[config.mk]
export PLATFORM = sky130hd
export DESIGN_NAME = rerouting_decoder_rv32i
export DESIGN_NICKNAME = d
export VERILOG_FILES = /design/src/rtl/rerouting_decoder_rv32i.sv
export SDC_FILE = /design/constraint.sdc
export NUM_CORES = 1
export LEC_CHECK = 0
export ABC_AREA = 1
export CAP_MARGIN = 30
export CORE_AREA = 2 2 39 41
export CTS_CLUSTER_SIZE = 40
export DETAILED_ROUTE_END_ITERATION = 8
export DIE_AREA = 0 0 41 43
export PLACE_DENSITY_LB_ADDON = 0.3
export SYNTH_ARGS = -nofsm -noshare
export SYNTH_HDL_FRONTEND = slang
export SYNTH_SLANG_ARGS = --single-unit
[constraint.sdc]
create_clock -name clk -period 1.1 [get_ports clk]
set_input_delay 0.275 -clock clk [delete_from_list [all_inputs] [get_ports clk]]
set_output_delay 0.275 -clock clk [all_outputs]
set_load 0.05 [all_outputs]
[src/rtl/rerouting_decoder_rv32i.sv]
// RV32I scalar/vector move rerouting decoder.
// Same-cycle control word plus a registered copy and an illegal flag.
module rerouting_decoder_rv32i (
  input  logic       clk,
  input  logic       rst_n,
  input  logic       STV,
  input  logic       VTS,
  input  logic       f7_eq_0x1,
  input  logic       f7_eq_0x2,
  input  logic       f7_eq_0x3,
  output logic       rerouting_select,
  output logic [2:0] rerouting_code,
  output logic       rerouting_select_q,
  output logic [2:0] rerouting_code_q,
  output logic       illegal_q
);

  logic       sel;
  logic [2:0] code;
  logic [2:0] flags;
  logic       none_hot;
  logic       multi_hot;
  logic       illegal;

  assign flags = {f7_eq_0x3, f7_eq_0x2, f7_eq_0x1};
  assign sel   = STV | VTS;

  always_comb begin
    code = 3'b000;
    if (sel) begin
      code[2] = VTS;
      code[1] = f7_eq_0x2;
      code[0] = f7_eq_0x1 | f7_eq_0x3;
    end
  end

  // Exactly one funct7 flag is expected with an active move.
  assign none_hot  = (flags == 3'b000);
  assign multi_hot = (flags & (flags - 3'd1)) != 3'b000;

  assign illegal = (STV & VTS)
                 | (sel & multi_hot)
                 | (sel & none_hot);

  assign rerouting_select = sel;
  assign rerouting_code   = code;

  always_ff @(posedge clk or negedge rst_n) begin
    if (!rst_n) begin
      rerouting_select_q <= 1'b0;
      rerouting_code_q   <= 3'b000;
      illegal_q          <= 1'b0;
    end else begin
      rerouting_select_q <= sel;
      rerouting_code_q   <= code;
      illegal_q          <= illegal;
    end
  end

endmodule

==> metrics.cfg, run 1 <==
[synth]
synth.distinct_cells = 7
synth_top_area_share_pct = 64.10
yosysTopAreaCell = dfrtp_1
synth_area_leaders = dfrtp_1 64%, nand2_1 9.6%, nor2_1 9.6%, inv_1 7.7%, a21oi_2 4.5%
syn_avg_cell_area_um2 = 8.872
synthCells = 22
synthTopCellsByCount = 5 x dfrtp_1, 5 x nand2_1, 5 x nor2_1, 4 x inv_1
synthesis.nets = 29
synth-edff-count = 0
yosys_warnings = 0
yosysSeqAreaShare_pct = 64.10
yosys_most_used_dff = dfrtp_1
syn_area_um2 = 195.2
synth_seq_cells = 5
synthArstFlopShare_pct = 100.0

[placed_design]
placed_cells = 56
numPortBuffers = 15
gp_congestion = 0.6521
hpwl_um = 352.6

[timing]
final-setup-viol-count = 0
finalMaxSlewViolations = 0
max_freq_mhz = 936.3
worstMarginPinSlew_ns = 0.2177
period_minus_slack_ns = 1.068
relSlewSlack_pct = 85.44
final.period_utilization_pct = 97.09
finalSetupTns_ns = 0
hold_viol = 0

[floorplanning]
placementRows = 14
dieWidth_um = 41
die_area_um2 = 1763
die_y_um = 43
start_util_pct = 14.10
pin_count = 16
core_um2 = 1384

[pwr]
power_density_nw_per_um2 = 1226
switching_power_w = 0.0002001
combPwrFrac_pct = 38.0
total_power_w = 0.0006564
p_int_w = 0.0004563
netSwitchingFraction_pct = 30.49
power_leakage_nw = 0.2601
seqPwrFrac_pct = 31.6
clkPwrFrac_pct = 30.4
ir_worst_vdd_v = 0.0004031

[clocking]
cts.sinks = 5
path_clk_slew_ns = 0.04
cts.path.max_buffers = 2
cts-root-buf = clkbuf_4
cts_buffers = 3
cts_tree = yes
htreeDepth = 1

[finish]
final_cell_count_no_fill = 62
fillers = 146
final_util_pct = 38.70
nets = 54
antenna_cells = 0
layout-drive-gt1-share_pct = 65.22
area_delta_synth_final_pct = 174.4

[routing]
post_drt_via_cell_ratio = 3.435
drt_iter0_drc = 1
drc = 0
detail_route.first_pass.iterations = 2
wirelength_um = 496
wl_per_cell_um = 8.000
drtAntennaViolNets = 0
vias = 213

[critical_path]
worst_ep_arrival_time_ns = 0.79
critPathKind = primary input to output port
required_ns = 0.82
cp_max_fo = 4
end_kind = output port
critPathMaxStageDelay_ns = 0.20
critPathSlowestCell = nor2_4
startpoint_type = primary input
cp_cell_sequence = buf_6, nor2_4, inv_2, buf_8

[global_route]
grt_usage_pct = 6.768
grt_pass1_wl_um = 752
antenna_found_initial = 0
grt.overflow.total = 0
grt_pass1_vias = 200
grt_max_degree = 6

[run]
max-cap-violations = 0

[worst_hold_path]
hold_class = primary input to async pin

[outcome]
status = completed

-- layout make-up --
cell class / count / area (µm²) / area share [%]
Timing Repair Buffer: 21 / 267.8 / 50.00
Sequential cell: 5 / 125.1 / 23.36
Multi-Input combinational cell: 12 / 81.33 / 15.19
Clock buffer: 4 / 26.28 / 4.907
Tap cell: 16 / 20.02 / 3.738
Inverter: 4 / 15.01 / 2.804
-- worst max-delay path by stage --
| stage | start | end | slack, ns | depth (start not counted) |
|---|---|---|---|---|
| 6_report | VTS | rerouting_select | 0.03 | 4 |
| 5_1_grt | VTS | rerouting_select | -0.004 | 4 |
| 4_1_cts | STV | rerouting_code[0] | 0.007 | 4 |
| 3_5_place_dp | f7_eq_0x1 | rerouting_code[0] | -0.44 | 4 |
| 3_3_place_gp | f7_eq_0x1 | rerouting_code[0] | -0.48 | 4 |
| 2_1_floorplan | VTS | rerouting_code[0] | -0.19 | 2 |
-- cell families after synthesis --
logic type,share of synthesized area [%]
buffers and inverters,9.611
AOI/OAI and AO/OA,7.050
and+or+nand+nor,19.23
DFF,64.10
-- per-layer routing --
metal	wire length [µm]	vias to the layer above	GRT usage, %
li1	-	112	-
met5	0	-	0
met1	156	90	7.213
met2	293	11	9.063
met4	0	0	8.000
met3	46	0	2.094
-- critical path: cells and delay by family --
family	cells	cell delay (ns)
AND/OR/NAND/NOR	1	0.20
buffers and inverters	3	0.32
-- registers in the layout, summed over array words and instances (netlist names) --
name                count
rerouting_select_q      1
illegal_q               1
rerouting_code_q        3
-- stage by stage --
| step | instance area, µm² | hold WS, ns | worst slack (ns) |
|---|---|---|---|
| after floorplan | 195.2 | -0.02059 | -0.1855 |
| after global placement | 469.2 | 0.5055 | -0.4755 |
| after detailed placement | 469.2 | 0.5065 | -0.4363 |
| after CTS | 528.0 | 0.2618 | 0.006624 |
| after global routing | 535.5 | 0.2634 | -0.003730 |
| final | 535.5 | 0.2595 | 0.03199 |
-- what timing repair did --
action / 4_1_cts / 5_1_grt
cloned: 0 / 0
setup buffers: 1 / 1
resized for setup: 26 / 9
endpoints found under the setup margin: 4 / 3
hold buffers: 0 / 0
pin swaps: 4 / 4
-- cell usage in the layout, fill, tap and decap left out, drive strengths merged --
cell type,netlist,routed
nand2,5,5
a21oi,1,1
inv,4,4
o21ai,1,1
clkbuf,1,5
clkdlybuf4s50,0,1
dfrtp,5,5
buf,0,19
nor2,5,5
-- power groups by stage --
stage / sequential, W / clock, W / combinational, W
finish: 0.000207 / 0.000200 / 0.000250
global route: 0.000207 / 0.000228 / 0.000264
CTS: 0.000207 / 0.000203 / 0.000244
detailed placement: 0.000210 / 0 / 0.000230
global placement: 0.000210 / 0 / 0.000230
floorplan: 0.000249 / 0 / 0.0000536
Note: power is estimated with default switching activity, not from simulation.
==> run 2: changes to the inputs <==
- ABC_AREA: 1 -> not set
- REMOVE_ABC_BUFFERS: not set -> 1
==> run 2 against run 1 <==
Sequential share of layout area up 0.16 points. Final cell count down 9.7%. Clock power up 3%. Global-route usage up 1.2 points. Final area down 0.70%. Non-clock buffer count unchanged. Area after synthesis down 7.7%. First-iteration DRC count unchanged. Core utilization down 0.27 points. Largest power group unchanged.
==> metrics.cfg, run 2 <==
[routing]
wirelength_um = 564
detail_route.first_pass.iterations = 4
drt_iter0_drc = 1
vias = 212
wl_per_cell_um = 10.07
post_drt_via_cell_ratio = 3.786
drc = 0
drtAntennaViolNets = 0

[pwr]
ir_worst_vdd_v = 0.0002973
power_density_nw_per_um2 = 1251
power_leakage_nw = 0.2427

[synth]
synth-edff-count = 0
synth.most_common_cell = dfrtp_1
yosys_warnings = 0
synth_top_area_share_pct = 69.44
syn_area_um2 = 180.2
yosysTopAreaCell = dfrtp_1
synth_area_leaders = dfrtp_1 69%, nor2_1 6.3%, xnor2_1 4.9%, a31oi_1 3.5%, nand2b_1 3.5%
synth.distinct_cells = 10
yosysSeqAreaShare_pct = 69.44
synth_seq_cells = 5
syn_avg_cell_area_um2 = 11.26
synthTopCellsByCount = 5 x dfrtp_1, 3 x nor2_1
yosys_most_used_dff = dfrtp_1
synthArstFlopShare_pct = 100.0
synthCells = 16

[floorplanning]
die_y_um = 43
dieWidth_um = 41
placementRows = 14
start_util_pct = 13.02
die_area_um2 = 1763
pin_count = 16
core_um2 = 1384

[worst_hold_path]
hold_class = primary input to async pin

[finish]
regArea_um2 = 125.1
antenna_cells = 0
largest_register_ff_count = 3
layout_common_cells = 9 x buf_12, 6 x buf_4, 5 x dfrtp_1
top_register = rerouting_code_q
multiInputGateArea_um2 = 77.57
biggestRegsByFlops = rerouting_code_q: 3 flops, illegal_q: 1 flops, rerouting_select_q: 1 flops
area_delta_synth_final_pct = 195.1
layout_commonest_cell = buf_12
fillers = 138
nets = 48
layout-drive-gt1-share_pct = 70.00
final_design_area_no_fill_um2 = 531.8

[critical_path]
cp_top_family = buffers and inverters
end_kind = output port
critPathBufInv = 3
cp_cell_sequence = buf_2, nor2_4, inv_2, buf_12
cp_max_fo = 4
startpoint_type = primary input
critPathSlowestCell = nor2_4
worst_ep_arrival_time_ns = 0.80
required_ns = 0.82
critPathKind = primary input to output port
critPathMaxStageDelay_ns = 0.18

[outcome]
status = completed

[timing]
holdWs_ns = 0.2495
relSlewSlack_pct = 85.92
worstMarginPinSlew_ns = 0.2106
max_freq_mhz = 926.1
setup_slack_ns = 0.02017
hold_viol = 0
finalMaxSlewViolations = 0
final.period_utilization_pct = 98.17
final-setup-viol-count = 0
period_minus_slack_ns = 1.080

[clocking]
cts.path.max_buffers = 2
cts-root-buf = clkbuf_4
cts_buffers = 3
path_clk_slew_ns = 0.04
htreeDepth = 1
cts.sinks = 5
cts_tree = yes

[global_route]
antenna_found_initial = 0
grt_pass1_vias = 193
grt_usage_pct = 7.972
grt_pass1_wl_um = 814
grt.overflow.total = 0
grt_max_degree = 6

[placed_design]
dpl_worst_slack_ns = -0.4406
numPortBuffers = 15
post_dp_cell_area_um2 = 459.2
gp_congestion = 0.6079

[run]
max-cap-violations = 0

-- run 2: cell count changes in the layout (fill, tap and decap cells not counted), sizes merged --
cell	change
nand2	-4
inv	-3
buf	-2
clkdlybuf4s15	+2
nor2	-2
a21oi	-1
a31oi	+1
nand2b	+1
nor2b	+1
xnor2	+1
-- run 2: routing by layer --
layer / track usage [%] / vias to the layer above / wire length [µm]
met3: 3.665 / 0 / 84
met2: 10.94 / 16 / 290
li1: - / 98 / -
met5: 0 / - / 0
met4: 10.00 / 0 / 0
met1: 7.190 / 98 / 189
-- run 2: final timing paths --
path	cells after the start	from	end
setup / recovery	4	STV	rerouting_select
hold / removal	1	rst_n	illegal_q
max in group asynchronous	1	rst_n	rerouting_code_q[0]
min in group clk	2	VTS	rerouting_code_q[2]
-- run 2: cell type report --
| class | count | share of cell area (%) |
|---|---|---|
| sequential | 5 | 23.53 |
| clock buffer | 4 | 4.941 |
| tap | 16 | 3.765 |
| timing repair buffer | 21 | 52.47 |
| multi-input combinational | 9 | 14.59 |
| inverter | 1 | 0.7059 |
-- run 2: what timing repair did --
action                     in CTS  in global routing
hold buffers                    0                  0
setup endpoints to repair       4                  3
buffers inserted                2                  1
gates resized for setup        24                  4
pin swaps                       3                  3
hold endpoints to repair        0                  0
-- run 2: cell families after synthesis --
group                  Yosys count  share of synthesized area (%)
AND/OR/NAND/NOR                  6                          15.28
flip-flops                       5                          69.44
AO/OA/AOI/OAI                    2                          6.250
buffers and inverters            2                          4.163
XOR/XNOR                         1                          4.862
-- run 2: metrics by stage --
| step | util (%) | total power (W) | instances | TNS [ns] |
|---|---|---|---|---|
| floorplan | - | 0.0002919 | 15 | -0.7004 |
| global placement | 33.18 | 0.0004416 | 49 | -2.101 |
| detailed placement | 33.18 | 0.0004428 | 49 | -2.028 |
| CTS | 37.43 | 0.0006712 | 55 | 0 |
| global route | 38.43 | 0.0007073 | 56 | -0.006630 |
| finish | 38.43 | 0.0006653 | 56 | 0 |
-- run 2: where the power goes --
group / leakage, nW / internal (W) / switching (W)
clock: 0.0150 / 0.000137 / 0.0000689
sequential: 0.0573 / 0.000198 / 0.0000101
combinational: 0.170 / 0.000127 / 0.000125
==> run 3: changes to the inputs <==
- SLEW_MARGIN: not set -> 10
==> results of run 3 <==
Final layout, timing and power as in run 2 (identical DEF).
==> RTL change: new RTL, settings of run 2 <==
The output `rerouting_code_q` loses its register stage (`rerouting_code_q` becomes a continuous assignment).
--- a/src/rtl/rerouting_decoder_rv32i.sv
+++ b/src/rtl/rerouting_decoder_rv32i.sv
@@ -49,13 +49,13 @@
     if (!rst_n) begin
       rerouting_select_q <= 1'b0;
-      rerouting_code_q   <= 3'b000;
       illegal_q          <= 1'b0;
     end else begin
       rerouting_select_q <= sel;
-      rerouting_code_q   <= code;
       illegal_q          <= illegal;
     end
   end
 
+  assign rerouting_code_q = code;
+
 endmodule
 
Function: changed (a bounded check fails within 4 cycles, from zero or initial values and one cycle with rst_n low).
==> RTL change against run 2 <==
Critical path depth is the same; total power shrank 27%; wire length shrank 22%; global-route usage shrank 1.0 points; setup slack gained 0.018 ns; cell area shrank 20%; clock power shrank 21%; sequential cell count shrank 3; area after synthesis shrank 29%; maximum frequency grew 1.7%; critical endpoint is now rerouting_code_q[1]; largest power group unchanged.
==> RTL change: results (changes against run 2) <==
Finish
  • Total Nets Final: 42 (-13%)
  • Top Registers: illegal_q (1), rerouting_select_q (1)
  • Share of cells above drive strength 1: 81.8% (+12 points)

Run status
  • Run status: finished, final reports clean

GRT
  • First-pass GRT wire length: 752 um (-7.6%)
  • Vias in the first global route: 196 (+1.6%)
  • Total GRT Usage: 6.93% (-1.0 points)
  • Largest net degree at the start of global routing: 4 (-2)

Synthesis
  • Synthesized-area fraction occupied by adder cells: 8.82% (+8.8 points)
  • Compound-Gate Fraction of Synth Area: 7.84% (+1.6 points)
  • Main area contributors after synthesis: dfrtp_1, buf_4, maj3_2
  • Top cells by count, synth: buf_4, nor2_1, dfrtp_1
  • Synth Area per Inst: 8.51 um^2 (-24%)
  • XOR/XNOR Fraction of Synth Area: 6.86% (+2.0 points)

Place
  • Setup WS pre-CTS: -0.568 ns (-0.128 ns)
  • Placed insts: 46 (-6.1%)
  • Global placement routability congestion: 0.655 (+7.8%)

Detailed routing
  • Drt pass-1 iters: 1 (-3)
  • Met2 WL post-DR: 209 um (-28%)
  • Routed wire length: 441 um (-22%)
  • DR WL/cell: 9.00 um (-11%)
  • Metal3 WL: 93 um (+11%)
  • M1 WL: 138 um (-27%)

Worst setup path
  • Setup crit end: rerouting_code_q[1]
  • CP peak stage delay: 0.16 ns (-0.02 ns)
  • WP data arrival: 0.79 ns
  • Worst-path fanout max: 3 (-1)

Timing
  • Slew headroom: 88.2% (+2.2 points)
  • Setup ws final: 0.0385 ns (+0.0183 ns)

Hold path
  • Tightest Hold Check Type: input port to asynchronous set/reset pin

CTS
  • Post-CTS setup buffer count: 0 (-2)

Pwr
  • Worst IR Drop VDD: 396 uV (+33%)
  • Lkg Pwr: 0.000195 uW (-20%)
-- RTL change: cell type report --
type,count,area (um^2)
inverter,1,3.75
tap,16,20.0
sequential,2,50.0
clock buffer,3,22.5
multi-input combinational,8,77.6
timing repair buffer,19,251
fill,143,958
-- RTL change: metrics by stage --
stage | utilization, % | area, um^2 | total power [uW] | setup TNS (ns)
floorplan | - | 101 | 163 | -3.19
global route | 30.7 | 425 | 514 | 0
finish | 30.7 | 425 | 486 | 0
CTS | 30.7 | 425 | 501 | 0
detailed placement | 28.3 | 392 | 319 | -3.54
global placement | 28.3 | 392 | 317 | -3.29
-- RTL change: power breakdown --
part           internal (uW)  switching [uW]  leakage (uW)  total (uW)
clock network            120            41.7     0.0000138         162
registers               79.7            4.23     0.0000218        84.0
logic                    117             123      0.000159         240
-- RTL change: timing repair --
item / 4_1_cts / 5_1_grt
setup endpoints to repair: 8 / 3
resized for setup: 28 / 3
pin swaps: 2 / 1
cloned: 0 / 0
-- RTL change: how the worst min path moves through the flow --
stage | end | slack, ns | cells after the start
6_report | rerouting_select_q | 0.22 | 1
5_1_grt | rerouting_select_q | 0.21 | 1
4_1_cts | rerouting_select_q | 0.21 | 1
3_5_place_dp | illegal_q | 0.45 | 1
3_3_place_gp | illegal_q | 0.45 | 1
2_1_floorplan | illegal_q | -0.02 | 0
-- RTL change: cells by family (layout without fill, tap and decap cells) --
logic type,Yosys count,in the layout
AO/OA/AOI/OAI,2,2
flip-flops,2,2
adder cells (fa/ha/maj),1,1
buffers and inverters,5,23
AND/OR/NAND/NOR,4,4
XOR/XNOR,1,1
-- RTL change: per-layer routing --
layer	track usage [%]	vias up
li1	-	81
met2	8.44	16
met5	0	-
met1	7.07	74
met4	6.00	0
met3	5.76	0
